### config.mk
export PLATFORM = sky130hd
export DESIGN_NAME = memory_playback_seq
export DESIGN_NICKNAME = d
export VERILOG_FILES = /design/src/rtl/memory_playback_seq_pkg.sv /design/src/rtl/playback_beat_timer.sv /design/src/rtl/memory_playback_seq.sv
export SDC_FILE = /design/constraint.sdc
export NUM_CORES = 1
export LEC_CHECK = 0
export CORE_MARGIN = 10
export CORE_UTILIZATION = 55
export CTS_BUF_LIST = sky130_fd_sc_hd__clkbuf_2
export DETAILED_ROUTE_END_ITERATION = 8
export PLACE_DENSITY_LB_ADDON = 0.3
export SYNTH_ARGS = -nofsm -noshare
export SYNTH_HDL_FRONTEND = slang
export SYNTH_SLANG_ARGS = --single-unit
### constraint.sdc
create_clock -name clk -period 2.4 [get_ports clk]
set_input_delay 0.48 -clock clk [delete_from_list [all_inputs] [get_ports clk]]
set_output_delay 0.48 -clock clk [all_outputs]
set_load 0.02 [all_outputs]
### src/rtl/memory_playback_seq_pkg.sv
// Shared definitions for the music memory playback reader: word field layout,
// rest note code and the playback FSM state encoding.
package memory_playback_seq_pkg;

    // Default memory word width; a word is {note, len}
    localparam int DEF_DATA_WIDTH = 8;

    // Length field occupies the low bits, note code sits directly above it
    localparam int LEN_WIDTH = 3;
    localparam int NOTE_LSB  = LEN_WIDTH;

    // Note code meaning silence
    localparam int REST_NOTE = 0;

    // Playback FSM states
    typedef enum logic [2:0] {
        ST_IDLE   = 3'd0,
        ST_REWIND = 3'd1,
        ST_FETCH  = 3'd2,
        ST_WAIT   = 3'd3,
        ST_PLAY   = 3'd4,
        ST_GAP    = 3'd5,
        ST_DONE   = 3'd6
    } play_state_t;

endpackage

### src/rtl/playback_beat_timer.sv
// Beat timer for note playback: counts clock ticks within a beat, pulses at
// each beat boundary, tracks the remaining beats of the current note and holds
// everything while run is low (pause or not playing).
module playback_beat_timer
    import memory_playback_seq_pkg::*;
#(
    parameter int TICKS_PER_BEAT = 12_500_000
) (
    input  logic                 clk,
    input  logic                 rst,
    input  logic                 load,
    input  logic [LEN_WIDTH-1:0] load_beats,
    input  logic                 run,
    output logic                 beat_pulse,
    output logic                 last_beat
);

    localparam int TICK_W = $clog2(TICKS_PER_BEAT + 1);
    localparam logic [TICK_W-1:0] TICK_LAST = TICK_W'(TICKS_PER_BEAT - 1);

    logic [TICK_W-1:0]    tick_reg;
    // Beats still to play after the current one (len field, so 0 = last beat)
    logic [LEN_WIDTH-1:0] beats_reg;

    assign beat_pulse = run && (tick_reg == TICK_LAST);
    assign last_beat  = (beats_reg == '0);

    // Tick counter and remaining-beat counter; load restarts a fresh note
    always_ff @(posedge clk) begin
        if (rst) begin
            tick_reg  <= '0;
            beats_reg <= '0;
        end else if (load) begin
            tick_reg  <= '0;
            beats_reg <= load_beats;
        end else if (run) begin
            if (tick_reg == TICK_LAST) begin
                tick_reg <= '0;
                if (!last_beat) begin
                    beats_reg <= beats_reg - 1'b1;
                end
            end else begin
                tick_reg <= tick_reg + 1'b1;
            end
        end
    end

endmodule

### src/rtl/memory_playback_seq.sv
// Playback sequencer: rewinds the music memory, fetches words one by one,
// decodes {note, len}, sounds each note for len+1 beats followed by a muted
// gap, and stops on the all-ones END word.
// Optional feature macro PLAYBACK_LOOP_EN: the END word rewinds and replays
// the song forever instead of entering DONE.
module memory_playback_seq
    import memory_playback_seq_pkg::*;
#(
    parameter int DATA_WIDTH     = DEF_DATA_WIDTH,
    parameter int TICKS_PER_BEAT = 12_500_000,
    parameter int GAP_TICKS      = 1_000_000,
    parameter int READ_TIMEOUT   = 16
) (
    input  logic                           clk,
    input  logic                           rst,
    input  logic                           start,
    input  logic                           stop,
    input  logic                           pause,
    output logic                           mem_read_en,
    output logic                           mem_read_rst,
    input  logic [DATA_WIDTH-1:0]          mem_data,
    input  logic                           mem_ready,
    output logic [DATA_WIDTH-NOTE_LSB-1:0] note_out,
    output logic                           note_valid,
    output logic                           beat_pulse,
    output logic                           busy,
    output logic                           done,
    output logic                           rd_error
);

    localparam int NOTE_W = DATA_WIDTH - NOTE_LSB;
    localparam int WAIT_W = $clog2(READ_TIMEOUT + 1);
    localparam int GAP_W  = $clog2(GAP_TICKS + 1);

    localparam logic [DATA_WIDTH-1:0] END_WORD  = '1;
    localparam logic [NOTE_W-1:0]     REST      = NOTE_W'(REST_NOTE);
    localparam logic [WAIT_W-1:0]     WAIT_LAST = WAIT_W'(READ_TIMEOUT - 1);
    localparam logic [GAP_W-1:0]      GAP_LAST  = GAP_W'(GAP_TICKS - 1);

    play_state_t          state_reg, state_next;
    logic [NOTE_W-1:0]    note_reg, note_next;
    logic                 rd_error_reg, rd_error_next;
    logic [WAIT_W-1:0]    wait_cnt_reg, wait_cnt_next;
    logic [GAP_W-1:0]     gap_cnt_reg, gap_cnt_next;

    logic [NOTE_W-1:0]    word_note;
    logic [LEN_WIDTH-1:0] word_len;
    logic                 timer_load;
    logic                 timer_run;
    logic                 timer_beat;
    logic                 timer_last;

    // Split the memory word into its note and length fields
    for (genvar gi = 0; gi < NOTE_W; gi++) begin : g_note_field
        assign word_note[gi] = mem_data[NOTE_LSB + gi];
    end
    for (genvar gi = 0; gi < LEN_WIDTH; gi++) begin : g_len_field
        assign word_len[gi] = mem_data[gi];
    end

    // Beat timing only advances while a note is playing and not paused
    assign timer_run = (state_reg == ST_PLAY) && !pause;

    playback_beat_timer #(
        .TICKS_PER_BEAT (TICKS_PER_BEAT)
    ) u_beat_timer (
        .clk        (clk),
        .rst        (rst),
        .load       (timer_load),
        .load_beats (word_len),
        .run        (timer_run),
        .beat_pulse (timer_beat),
        .last_beat  (timer_last)
    );

    // State and datapath registers
    always_ff @(posedge clk) begin
        if (rst) begin
            state_reg    <= ST_IDLE;
            note_reg     <= '0;
            rd_error_reg <= 1'b0;
            wait_cnt_reg <= '0;
            gap_cnt_reg  <= '0;
        end else begin
            state_reg    <= state_next;
            note_reg     <= note_next;
            rd_error_reg <= rd_error_next;
            wait_cnt_reg <= wait_cnt_next;
            gap_cnt_reg  <= gap_cnt_next;
        end
    end

    // Next-state logic and memory strobes; stop overrides everything this cycle
    always_comb begin
        state_next    = state_reg;
        note_next     = note_reg;
        rd_error_next = rd_error_reg;
        wait_cnt_next = wait_cnt_reg;
        gap_cnt_next  = gap_cnt_reg;
        mem_read_en   = 1'b0;
        mem_read_rst  = 1'b0;
        timer_load    = 1'b0;

        if (stop) begin
            state_next = ST_IDLE;
            note_next  = REST;
        end else begin
            case (state_reg)
                ST_IDLE, ST_DONE: begin
                    if (start) begin
                        state_next    = ST_REWIND;
                        rd_error_next = 1'b0;
                        note_next     = REST;
                    end
                end
                ST_REWIND: begin
                    mem_read_rst = 1'b1;
                    state_next   = ST_FETCH;
                end
                ST_FETCH: begin
                    mem_read_en   = 1'b1;
                    wait_cnt_next = '0;
                    state_next    = ST_WAIT;
                end
                ST_WAIT: begin
                    if (mem_ready) begin
                        if (mem_data == END_WORD) begin
                            note_next = REST;
`ifdef PLAYBACK_LOOP_EN
                            state_next = ST_REWIND;
`else
                            state_next = ST_DONE;
`endif
                        end else begin
                            note_next  = word_note;
                            timer_load = 1'b1;
                            state_next = ST_PLAY;
                        end
                    end else if (wait_cnt_reg == WAIT_LAST) begin
                        rd_error_next = 1'b1;
                        note_next     = REST;
                        state_next    = ST_IDLE;
                    end else begin
                        wait_cnt_next = wait_cnt_reg + WAIT_W'(1);
                    end
                end
                ST_PLAY: begin
                    if (timer_beat && timer_last) begin
                        gap_cnt_next = '0;
                        state_next   = ST_GAP;
                    end
                end
                ST_GAP: begin
                    if (!pause) begin
                        if (gap_cnt_reg == GAP_LAST) begin
                            state_next = ST_FETCH;
                        end else begin
                            gap_cnt_next = gap_cnt_reg + GAP_W'(1);
                        end
                    end
                end
                default: begin
                    state_next = ST_IDLE;
                    note_next  = REST;
                end
            endcase
        end
    end

    assign note_out   = note_reg;
    assign note_valid = (state_reg == ST_PLAY) && !pause && (note_reg != REST);
    assign beat_pulse = timer_beat;
    assign busy       = (state_reg != ST_IDLE) && (state_reg != ST_DONE);
    assign done       = (state_reg == ST_DONE);
    assign rd_error   = rd_error_reg;

endmodule

* Word-level counts from Yosys, hierarchy flattened *
Cells that the tools add are included.

storage, ports and cells
  bits of input ports = 14
  word-level logic and storage cells = 96
  bits in registers = 61

operators by class
  eq/ne operators = 21
  add/subtract/negate cells = 4
  multiplexer cells = 37
  bitwise operators = 2
  reduce and logical (&&, ||, !) cells = 25

operators with widths
  operator                                                               number
  20-bit 2-to-1 mux                                                      3
  20-bit one-hot mux with 2 select lines                                 1
  3-bit 2-to-1 mux                                                       10
  5-bit 2-to-1 mux                                                       6
  24-bit by 1-bit adder with 24-bit output, second input constant        1
  24-bit equality test, second input constant                            1
  24-bit 2-to-1 mux                                                      1
  20-bit by 1-bit adder with 20-bit output, second input constant        1
  20-bit equality test, second input constant                            1
  3-bit one-hot mux with 6 select lines                                  1
  2-bit inequality test, second input constant                           8
  5-bit one-hot mux with 3 select lines                                  1
  5-bit AND reduction                                                    3
  1-bit 2-to-1 mux                                                       11
  5-bit one-hot mux with 2 select lines                                  1
  2-bit nonzero test                                                     5
  3-bit equality test, second input constant                             3
  8-bit equality test, second input constant                             1
  3-bit by 2-bit equality test with 1-bit output, second input constant  2
  3-bit logical NOT                                                      2
  3-bit inequality test, second input constant                           2
  3-bit AND reduction                                                    2
  2-bit OR reduction                                                     3
  5-bit by 1-bit adder with 5-bit output, second input constant          1
  other kinds (13)                                                       18

* Longest topological paths before layout *
Gate-level depths: netlist of the first run.

  depth after elaboration = 7
  depth in mapped cells = 8
  depth with buffers taken out = 8

* Modules after synthesis *
A second synthesis of the first run with hierarchy kept.

unflattened totals
  cells, all modules = 403
  area, all modules = 3375.7 µm²

modules (own cells, without submodules)
  module               area each (µm²)  cells each  times used
  memory_playback_seq  1963.1           240         1
  playback_beat_timer  1412.6           163         1

* Worst setup path after synthesis of the first run *
Ideal clock, no wire load.

  path kind = input-to-reg
  from = input pause
  to = register u_beat_timer.tick_reg[20]
  data arrival time = 2.532 ns
  setup time = 0.115 ns
  data required time = 2.285 ns
  buffers on the path = 3
  setup slack = -0.247 ns
  stages on the path = 8
  cell sequence = or4b_1 -> buf_2 -> or3_4 -> nor3_1 -> or3_1 -> buf_2 -> buf_4 -> nor2_1

between the ends
  longest elaborated chain between the ends = 2

ends and longest elaborated chain
  what                  RTL line                   source
  from (decl)           memory_playback_seq.sv:18  input logic pause,
  1-bit logical NOT     memory_playback_seq.sv:62  assign timer_run = (state_reg == ST_PLAY) && !pause;
  1-bit logical AND     memory_playback_seq.sv:62
  to (signal assigned)  playback_beat_timer.sv:43  tick_reg <= tick_reg + 1'b1;
  to (decl)             playback_beat_timer.sv:21  logic [TICK_W-1:0] tick_reg;

Every way passes these cells.
A chain may end at the register's enable or synchronous reset.

* Worst setup path in the final report of the first run *
  from = register state_reg[1]
  to = output beat_pulse

between the ends
  longest elaborated chain between the ends = 3

ends and longest elaborated chain
  what                    RTL line                   source
  from (decl)             memory_playback_seq.sv:40  play_state_t state_reg, state_next;
  from (signal assigned)  memory_playback_seq.sv:85  state_reg <= state_next;
  3-bit equality test     memory_playback_seq.sv:62
  1-bit logical AND       memory_playback_seq.sv:62
  1-bit logical AND       playback_beat_timer.sv:25  assign beat_pulse = run && (tick_reg == TICK_LAST);
  to (decl)               memory_playback_seq.sv:25  output logic beat_pulse,

Every way passes these cells.

==> flow_metrics.env, run 1 <==
export IMPL_status="complete, but fails checks"
export IMPL_violations="setup timing"
export IMPL_drc=0
export IMPL_antenna_cells=0
export IMPL_clkSlewWorstSetupHoldPaths_ps=190
export IMPL_fin_crit_sh_pct=108
export IMPL_pin_count=26
export IMPL_cts_buffers=9
export IMPL_synth_ff_type="dfxtp_1"
export IMPL_synth_distinct_cells=61
export IMPL_netlist_instances=411
export IMPL_die_h_um=97.9
export IMPL_cp_max_fo=2
export IMPL_clock_latency_ps=520
export IMPL_die_w_um=97.9
export IMPL_r2r_start="gap_cnt_reg[13]"
export IMPL_hold_viol=0
export IMPL_arrival_ps=2100
export IMPL_met2_usage_pct=29.3
export IMPL_grt_busiest_layer="met2"
export IMPL_yosysWarnings=0
export IMPL_cts_tree="built"
export IMPL_postRouteAntennaNets=0
export IMPL_fin_area_um2=4110
export IMPL_fin_nets=493
export IMPL_grt_remaining_overflow=0
export IMPL_grtUsageMet1_pct=21.3
export IMPL_core_um2=5920
export IMPL_final_layout_size_suffix_gt1_share_pct=17.6
export IMPL_portBuffers=25
export IMPL_routed_wl_mm=8.69
export IMPL_antenna_found_initial=0
export IMPL_syn_num_nets=431
export IMPL_firstDrtPassIters=7
export IMPL_dieArea_um2=9580
export IMPL_power_leakage_nw=1.47
export IMPL_cts_buffer_depth=2
export IMPL_grt_max_degree=25
export IMPL_skew_ps=20.3
export IMPL_use_met3_pct=4.37
export IMPL_relSlewSlack_pct=62.8
export IMPL_crit_path_start="state_reg[1]"
export IMPL_cts_root_buf="clkbuf_2"
export IMPL_setup_worst_path_end_class="primary output"
export IMPL_min_from="u_beat_timer.tick_reg[23]"
export IMPL_worstPathRequired_ps=1920
export IMPL_ir_worst_vdd_mv=0.323
export IMPL_worstSetupStartpointType="flip-flop"
export IMPL_worst_pin_slew_ps=555
export IMPL_wire_per_inst_um=15.7
export IMPL_rows=28
export IMPL_drt_iter0_markers=207
export IMPL_finalMaxSlewViolations=0
export IMPL_routed_via_density=6.16
export IMPL_place_area_um2=3960
export IMPL_ys_async_sr_fraction_pct=0
export IMPL_setup_viol=1
export IMPL_dp_slack_ps=-758
export IMPL_synth_edf_count=0
export IMPL_utilization_pct=69.4
export IMPL_critPathKind="reg2out"
export IMPL_max_cap_violations=0
export IMPL_area_delta_synth_final_pct=23.2
export IMPL_total_power_mw=1.75
export IMPL_grt_pass1_vias=3206
export IMPL_hold_path_class="reg2reg"
export IMPL_clkSinkCount=61
export IMPL_power_density_nw_per_um2=426
export IMPL_rrSetupSlack_ps=110
export IMPL_gp_congestion=0.882
export IMPL_period_needed_ps=2580
export IMPL_syn_area_um2=3340
export IMPL_start_util_pct=56.4
export IMPL_hold_buffers=0
export IMPL_syn_area_per_cell_um2=8.12
export IMPL_setup_slack_ps=-181
export IMPL_grt_total_usage_pct=17.6
export IMPL_synth_seq_cells=61
export IMPL_rsz0062_at_grt="true"
export IMPL_ys_seq_area_share_pct=36.6
export IMPL_holdWs_ps=492
export IMPL_clock_fmax_mhz=387
export IMPL_dp_hpwl_mm=6.29
export IMPL_vias=3408
export IMPL_htree_levels=3
export IMPL_largest_reg_flops=24
export IMPL_grt_pass1_wl_mm=14.7
-- path summary, 6_finish.rpt --
check	endpoint	depth (start not counted)
max	beat_pulse	4
min	u_beat_timer.tick_reg[23]	2
max reg2reg	gap_cnt_reg[6]	7
min reg2reg	u_beat_timer.tick_reg[23]	2
-- cells in the final DEF, fill, tap and decap left out, drive strengths merged, types with 6 or more instances in the layout --
cell,synthesis,final
a21oi,20,20
a311oi,8,8
and3,8,8
and4,6,6
buf,6,47
clkbuf,13,11
clkdlybuf4s50,0,18
dfxtp,61,61
ha,6,6
inv,12,12
nand2,29,29
nand3,24,24
nand4,13,13
nor2,55,55
nor2b,6,6
nor3,15,15
nor4,10,10
o21ai,19,19
or3,6,6
xnor2,13,13
xor2,12,12
-- routing by layer --
layer / vias to the layer above / share of wire, %
li1: 1653 / -
met1: 1621 / 43
met2: 108 / 49
met3: 26 / 6.2
met4: 0 / 2.3
met5: - / 0
-- synth_stat cells, types with 3 or more instances --
master     instances  area, µm²
dfxtp_1           61       1220
nor2_1            55        206
nand2_1           29        109
nand3_1           24        120
a21oi_1           20        100
nor3_1            15       75.1
clkbuf_1          13       48.8
nand4_1           13       81.3
o21ai_0           13       65.1
xnor2_1           13        114
inv_1             12       45.0
xor2_1            12        105
a311oi_1           8       70.1
and3_1             8       50.1
nor4_1             7       43.8
and4_1             6       52.6
ha_1               6       75.1
nor2b_1            6       37.5
o21ai_1            6       30.0
a22oi_1            5       37.5
a31oi_1            5       31.3
a41oi_1            5       43.8
nand2b_1           5       31.3
or3_1              5       31.3
o31ai_1            4       30.0
a2111oi_0          3       26.3
or4_1              3       22.5
-- stage by stage --
stage / cells / setup TNS, ps
global route: 553 / -234
global placement: 536 / -8260
detailed placement: 536 / -9020
floorplan: 411 / 0
CTS: 552 / -217
finish: 553 / -181
-- cell type report --
type	count	area (µm²)
Sequential cell	61	1220
Fill cell	479	1810
Tap cell	75	93.8
Clock buffer	9	45.0
Timing Repair Buffer	70	593
Multi-Input combinational cell	319	2040
Inverter	12	45.0
Clock inverter	7	66.3
-- where the power goes --
group          leakage (nW)  internal (mW)  switching, mW  total (mW)
Sequential            0.492           1.02        0.00105        1.02
Clock                0.0714          0.234          0.399       0.634
Combinational         0.906         0.0441         0.0564       0.100
-- critical path, cell delays in order (launching register included) --
cell     delay, ps
dfxtp_1        340
or4b_4         540
or3_4          410
nor3_4         160
buf_6          140
-- repair_timing --
| action | 4_1_cts | 5_1_grt |
|---|---|---|
| pin swaps | 1 | 2 |
| endpoints found under the setup margin | 7 | 14 |
| setup buffers | 0 | 1 |
| gates resized for setup | 17 | 16 |
-- cells by family (layout without fill, tap and decap cells) --
kind of cell / after synthesis / in the layout / share of synthesized area (%)
and+or+nand+nor: 196 / 196 / 31.6
xor gates and xnor gates: 25 / 25 / 6.56
DFF: 61 / 61 / 36.6
muxes: 2 / 2 / 0.600
adders and majority gates: 6 / 6 / 2.25
buffers and inverters: 31 / 98 / 3.79
AOI/OAI and AO/OA: 90 / 90 / 18.6
Power figures use the tool's default switching activity.
==> run 2, diff against run 1 <==
--- a/config.mk
+++ b/config.mk
@@ -5,10 +5,12 @@
 export SDC_FILE = /design/constraint.sdc
 export NUM_CORES = 1
 export LEC_CHECK = 0
+export ABC_CLOCK_PERIOD_IN_PS = 2400
 export CORE_MARGIN = 10
-export CORE_UTILIZATION = 55
+export CORE_UTILIZATION = 59
 export CTS_BUF_LIST = sky130_fd_sc_hd__clkbuf_2
 export DETAILED_ROUTE_END_ITERATION = 8
+export DONT_BUFFER_PORTS = 1
 export PLACE_DENSITY_LB_ADDON = 0.3
 export SYNTH_ARGS = -nofsm -noshare
 export SYNTH_HDL_FRONTEND = slang
==> run 2 against run 1 <==
Net effect:
- critical endpoint unchanged
- highest routed layer unchanged
- total power grew 15%
- utilization down 0.050 points
- the run still ends with setup timing left
- register-to-register slack got worse by 30 ps
==> flow_metrics.env, run 2 (synthesis results as in run 1) <==
export IMPL_pin_count=26
export IMPL_dp_hpwl_mm=5.99
export IMPL_gp_congestion=0.903
export IMPL_holdPathStages=1
export IMPL_dp_slack_ps=118
export IMPL_power_frac_clock_pct=46.2
export IMPL_hold_end="gap_cnt_reg[1]"
export IMPL_cts_tree="built"
export IMPL_rsz0062_at_grt="true"
export IMPL_relSlewSlack_pct=56.3
export IMPL_routed_wl_mm=8.63
export IMPL_rrSetupSlack_ps=80
export IMPL_r2r_start="gap_cnt_reg[0]"
export IMPL_utilization_pct=69.4
export IMPL_max_cap_violations=0
export IMPL_power_leakage_nw=1.31
export IMPL_ff2ff_path_depth=7
export IMPL_cts_root_buf="clkbuf_2"
export IMPL_place_area_um2=3590
export IMPL_status="complete, but fails checks"
export IMPL_clkSinkCount=61
export IMPL_area_delta_synth_final_pct=14.5
export IMPL_power_switching_mw=0.422
export IMPL_grt_remaining_overflow=0
export IMPL_holdWs_ps=32.6
export IMPL_die_h_um=95.2
export IMPL_drt_iter0_markers=348
export IMPL_arrival_ps=2110
export IMPL_p_sw_share_pct=21.0
export IMPL_worst_pin_slew_ps=656
export IMPL_routed_via_density=6.52
export IMPL_p_comb_share_pct=3.2
export IMPL_postRouteAntennaNets=0
export IMPL_violations="setup timing"
export IMPL_finalSetupTns_ps=-193
export IMPL_firstDrtPassIters=5
export IMPL_setup_worst_path_end_class="primary output"
export IMPL_clock_fmax_mhz=386
export IMPL_final_cell_mix="dfxtp_1 (56), nor2_1 (55), nand2_1 (29), buf_4 (28), nand3_1 (24)"
export IMPL_power_density_nw_per_um2=526
export IMPL_period_needed_ps=2590
export IMPL_ir_worst_vdd_mv=0.447
export IMPL_worstPathRequired_ps=1920
export IMPL_rows=27
export IMPL_cp_max_fo=3
export IMPL_final_common_cell="dfxtp_1"
export IMPL_wire_per_inst_um=16.9
export IMPL_antenna_cells=0
export IMPL_p_seq_share_pct=50.6
export IMPL_hold_viol=0
export IMPL_die_w_um=95.2
export IMPL_critPathKind="reg2out"
export IMPL_grt_max_degree=23
export IMPL_grt_total_usage_pct=19.1
export IMPL_grt_pass1_vias=3036
export IMPL_start_util_pct=60.6
export IMPL_clkSlewWorstSetupHoldPaths_ps=170
export IMPL_fin_nets=455
export IMPL_setup_viol=1
export IMPL_skew_ps=22.9
export IMPL_portBuffers=0
export IMPL_dieArea_um2=9060
export IMPL_fin_crit_sh_pct=108
export IMPL_largest_reg_flops=24
export IMPL_vias=3331
export IMPL_final_layout_size_suffix_gt1_share_pct=14.4
export IMPL_worstSetupStartpointType="flip-flop"
export IMPL_drc=0
export IMPL_regArea_um2=1230
export IMPL_antenna_found_initial=0
export IMPL_p_int_mw=1.59
export IMPL_core_um2=5510
export IMPL_multi_input_area_um2=2020
export IMPL_setup_slack_ps=-193
export IMPL_regToRegEndpoint="gap_cnt_reg[16]"
export IMPL_cts_buffers=9
export IMPL_n_fill_cell=429
export IMPL_cts_buffer_depth=2
export IMPL_hold_path_class="in2reg"
export IMPL_fin_area_um2=3820
export IMPL_finalMaxSlewViolations=0
export IMPL_htree_levels=3
export IMPL_grt_pass1_wl_mm=14.0
export IMPL_min_from="rst"
export IMPL_clock_latency_ps=490
-- run 2: per-layer routing --
metal,up-vias,GRT usage (%),wire length [µm]
met1,1572,22.6,3650
li1,1586,-,-
met3,19,6.21,647
met4,0,6.48,168
met5,-,0,0
met2,154,31.6,4170
-- run 2: what timing repair did --
action | 4_1_cts | 5_1_grt
buffers inserted | 2 | 1
setup endpoints to repair | 1 | 4
hold buffers | 0 | 1
hold endpoints to repair | 0 | 3
pin swaps | 3 | 2
gates resized for setup | 4 | 6
-- run 2: per-stage QoR --
step	power [mW]	std cells
2_1_floorplan	1.09	411
3_3_place_gp	1.10	492
3_5_place_dp	1.10	492
4_1_cts	2.01	509
5_1_grt	2.06	511
6_report	2.01	511
-- run 2: final cells by class --
| cell class | instances | area share, % |
|---|---|---|
| clock buffer | 10 | 1.31 |
| clock inverter | 5 | 3.24 |
| inverter | 12 | 1.18 |
| multi-input combinational | 319 | 52.9 |
| sequential | 61 | 32.1 |
| tap | 72 | 2.36 |
| timing repair buffer | 32 | 6.88 |
-- run 2: power by group through the flow --
stage	sequential (mW)	combinational (mW)	clock (mW)
6_report	1.02	0.0645	0.929
3_3_place_gp	1.04	0.0578	0
4_1_cts	1.02	0.0597	0.929
5_1_grt	1.02	0.0710	0.971
3_5_place_dp	1.04	0.0588	0
2_1_floorplan	1.04	0.0497	0
-- run 2: how the worst max path moves through the flow --
stage                       from                         to  slack, ps  cells past startpoint
floorplan                  pause  u_beat_timer.tick_reg[20]         40                      8
global placement           pause  u_beat_timer.beats_reg[2]        140                      5
detailed placement         pause  u_beat_timer.beats_reg[2]        120                      5
CTS                 state_reg[0]                 beat_pulse       -250                      4
global route        state_reg[0]                 beat_pulse       -240                      4
finish              state_reg[0]                 beat_pulse       -190                      4
-- run 2: worst max-delay path, stage by stage, from the launching register on --
cell and delay, ps:
dfxtp_2 370, or4b_4 510, or3_4 400, nor3_4 200, buf_6 140
==> run 3, diff against run 2 <==
--- a/config.mk
+++ b/config.mk
@@ -11,7 +11,7 @@
 export CTS_BUF_LIST = sky130_fd_sc_hd__clkbuf_2
 export DETAILED_ROUTE_END_ITERATION = 8
 export DONT_BUFFER_PORTS = 1
-export PLACE_DENSITY_LB_ADDON = 0.3
+export PLACE_DENSITY_LB_ADDON = 0.15
 export SYNTH_ARGS = -nofsm -noshare
 export SYNTH_HDL_FRONTEND = slang
 export SYNTH_SLANG_ARGS = --single-unit
==> run 3 against run 2 <==
Net effect:
- the run still ends with setup timing left
- largest power group unchanged
- combinational power down 3%
- non-clock buffer count up 1
- via count down 4.9%
- sequential share of layout area up 0.76 points
- die area unchanged
- flip-flop and latch count unchanged
- clock skew up 4.0 ps
- register-to-register slack better by 110 ps
- cell count up 0.39%
- routed wire length down 7.3%
- critical path depth unchanged
- clock power down 44%
- critical endpoint unchanged
- largest cell class unchanged
==> flow_metrics.env, run 3 (synthesis results as in run 1) <==
export IMPL_status="complete, but fails checks"
export IMPL_violations="setup timing"
export IMPL_gp_congestion=0.873
export IMPL_fin_crit_sh_pct=107
export IMPL_cts_tree="built"
export IMPL_dieArea_um2=9060
export IMPL_cp_cell_sequence="or4b_4 -> or3_4 -> nor3_4 -> buf_6"
export IMPL_routed_via_density=6.18
export IMPL_min_from="rst"
export IMPL_critPathKind="reg2out"
export IMPL_arrival_ps=2090
export IMPL_grt_max_degree=25
export IMPL_final_common_cell="dfxtp_1"
export IMPL_ff2ff_path_depth=6
export IMPL_cts_buffer_depth=2
export IMPL_drt_iter0_markers=251
export IMPL_htree_levels=3
export IMPL_vias=3168
export IMPL_clkSinkCount=61
export IMPL_cts_root_buf="clkbuf_2"
export IMPL_grt_remaining_overflow=0
export IMPL_finalSetupTns_ps=-167
export IMPL_grt_total_usage_pct=18.5
export IMPL_final_cell_mix="dfxtp_1 (59), nor2_1 (55), buf_4 (31), nand2_1 (29), nand3_1 (24)"
export IMPL_final_layout_size_suffix_gt1_share_pct=14.3
export IMPL_core_um2=5510
export IMPL_die_w_um=95.2
export IMPL_n_fill_cell=461
export IMPL_period_needed_ps=2570
export IMPL_crit_buf_inv=1
export IMPL_die_h_um=95.2
export IMPL_routed_wl_mm=8.01
export IMPL_drc=0
export IMPL_setup_slack_ps=-167
export IMPL_area_delta_synth_final_pct=11.5
export IMPL_wire_per_inst_um=15.6
export IMPL_clock_latency_ps=500
export IMPL_antenna_cells=0
export IMPL_largest_reg_flops=24
export IMPL_grt_pass1_vias=2980
export IMPL_skew_ps=26.9
export IMPL_rsz0062_at_grt="true"
export IMPL_start_util_pct=60.6
export IMPL_clkSlewWorstSetupHoldPaths_ps=150
export IMPL_rows=27
export IMPL_worstSetupStartpointType="flip-flop"
export IMPL_cpMaxStageDelayCell="or4b_4"
export IMPL_crit_family="simple AND/OR/NAND/NOR gates"
export IMPL_hold_viol=0
export IMPL_rrSetupSlack_ps=190
export IMPL_finalMaxSlewViolations=0
export IMPL_firstDrtPassIters=5
export IMPL_portBuffers=0
export IMPL_holdPathStages=1
export IMPL_critical_path_max_stage_delay_ps=510
export IMPL_hold_buffers=0
export IMPL_grt_pass1_wl_mm=13.7
export IMPL_worst_pin_slew_ps=483
export IMPL_worstPathRequired_ps=1920
export IMPL_ir_worst_vdd_mv=0.281
export IMPL_clock_fmax_mhz=390
export IMPL_power_leakage_nw=1.28
export IMPL_postRouteAntennaNets=0
export IMPL_regToRegEndpoint="u_beat_timer.beats_reg[2]"
export IMPL_dp_hpwl_mm=5.74
export IMPL_hold_path_class="in2reg"
export IMPL_setup_viol=1
export IMPL_setup_worst_path_end_class="primary output"
export IMPL_pin_count=26
export IMPL_relSlewSlack_pct=67.7
export IMPL_fin_nets=456
export IMPL_r2r_start="state_reg[0]"
export IMPL_antenna_found_initial=0
export IMPL_max_cap_violations=0
export IMPL_cp_max_fo=2
export IMPL_power_density_nw_per_um2=429
export IMPL_cts_buffers=9
export IMPL_dp_slack_ps=115
export IMPL_hold_end="u_beat_timer.beats_reg[0]"
==> run 3: cell count changes in the layout (fill, tap and decap cells not counted), sizes merged <==
cell and change:
clkbuf +4, dlygate4sd3 -1, clkinv +1, bufinv -4, buf +2
==> run 3: layout make-up <==
type                       instances  area [µm²]  share of cell area, %
tap                               72        90.1                   2.42
inverter                          12        45.0                   1.21
clock inverter                     2        10.0                  0.269
timing repair buffer              33         264                   7.10
clock buffer                      14        70.1                   1.88
multi-input combinational        319        2020                   54.2
sequential                        61        1220                   32.9
==> run 3: layer usage <==
metal | vias to the layer above | share of wire [%] | wire, µm | track usage (%)
met4 | 0 | 2.2 | 178 | 9.23
met2 | 105 | 48 | 3850 | 30.2
met1 | 1471 | 44 | 3510 | 22.7
met3 | 17 | 5.8 | 466 | 3.53
li1 | 1575 | - | - | -
met5 | - | 0 | 0 | 0
==> run 3: through the flow <==
stage	utilization [%]	hold WS [ps]	power [mW]	instance area, µm²	cells
2_1_floorplan	-	446	1.09	3350	411
3_3_place_gp	65.4	470	1.10	3600	494
3_5_place_dp	65.4	477	1.10	3600	494
4_1_cts	67.4	9.02	1.61	3710	513
5_1_grt	67.6	5.35	1.65	3720	513
6_report	67.6	34.0	1.60	3720	513
==> run 3: how the worst max path moves through the flow <==
stage	cells after the start	endpoint	startpoint
final	4	beat_pulse	state_reg[0]
after floorplan	8	u_beat_timer.tick_reg[20]	pause
after global routing	4	beat_pulse	state_reg[0]
after CTS	4	beat_pulse	state_reg[0]
after detailed placement	5	u_beat_timer.beats_reg[2]	pause
after global placement	5	u_beat_timer.beats_reg[2]	pause
==> run 3: timing repair <==
item,4_1_cts,5_1_grt
resized for setup,4,1
pin swaps,3,2
setup buffers,3,0
setup endpoints to repair,1,2
==> run 3: where the power goes <==
| group | total [mW] | switching, mW | internal, mW |
|---|---|---|---|
| Combinational | 0.0628 | 0.0401 | 0.0227 |
| Sequential | 1.02 | 0.00131 | 1.02 |
| Clock | 0.516 | 0.360 | 0.156 |
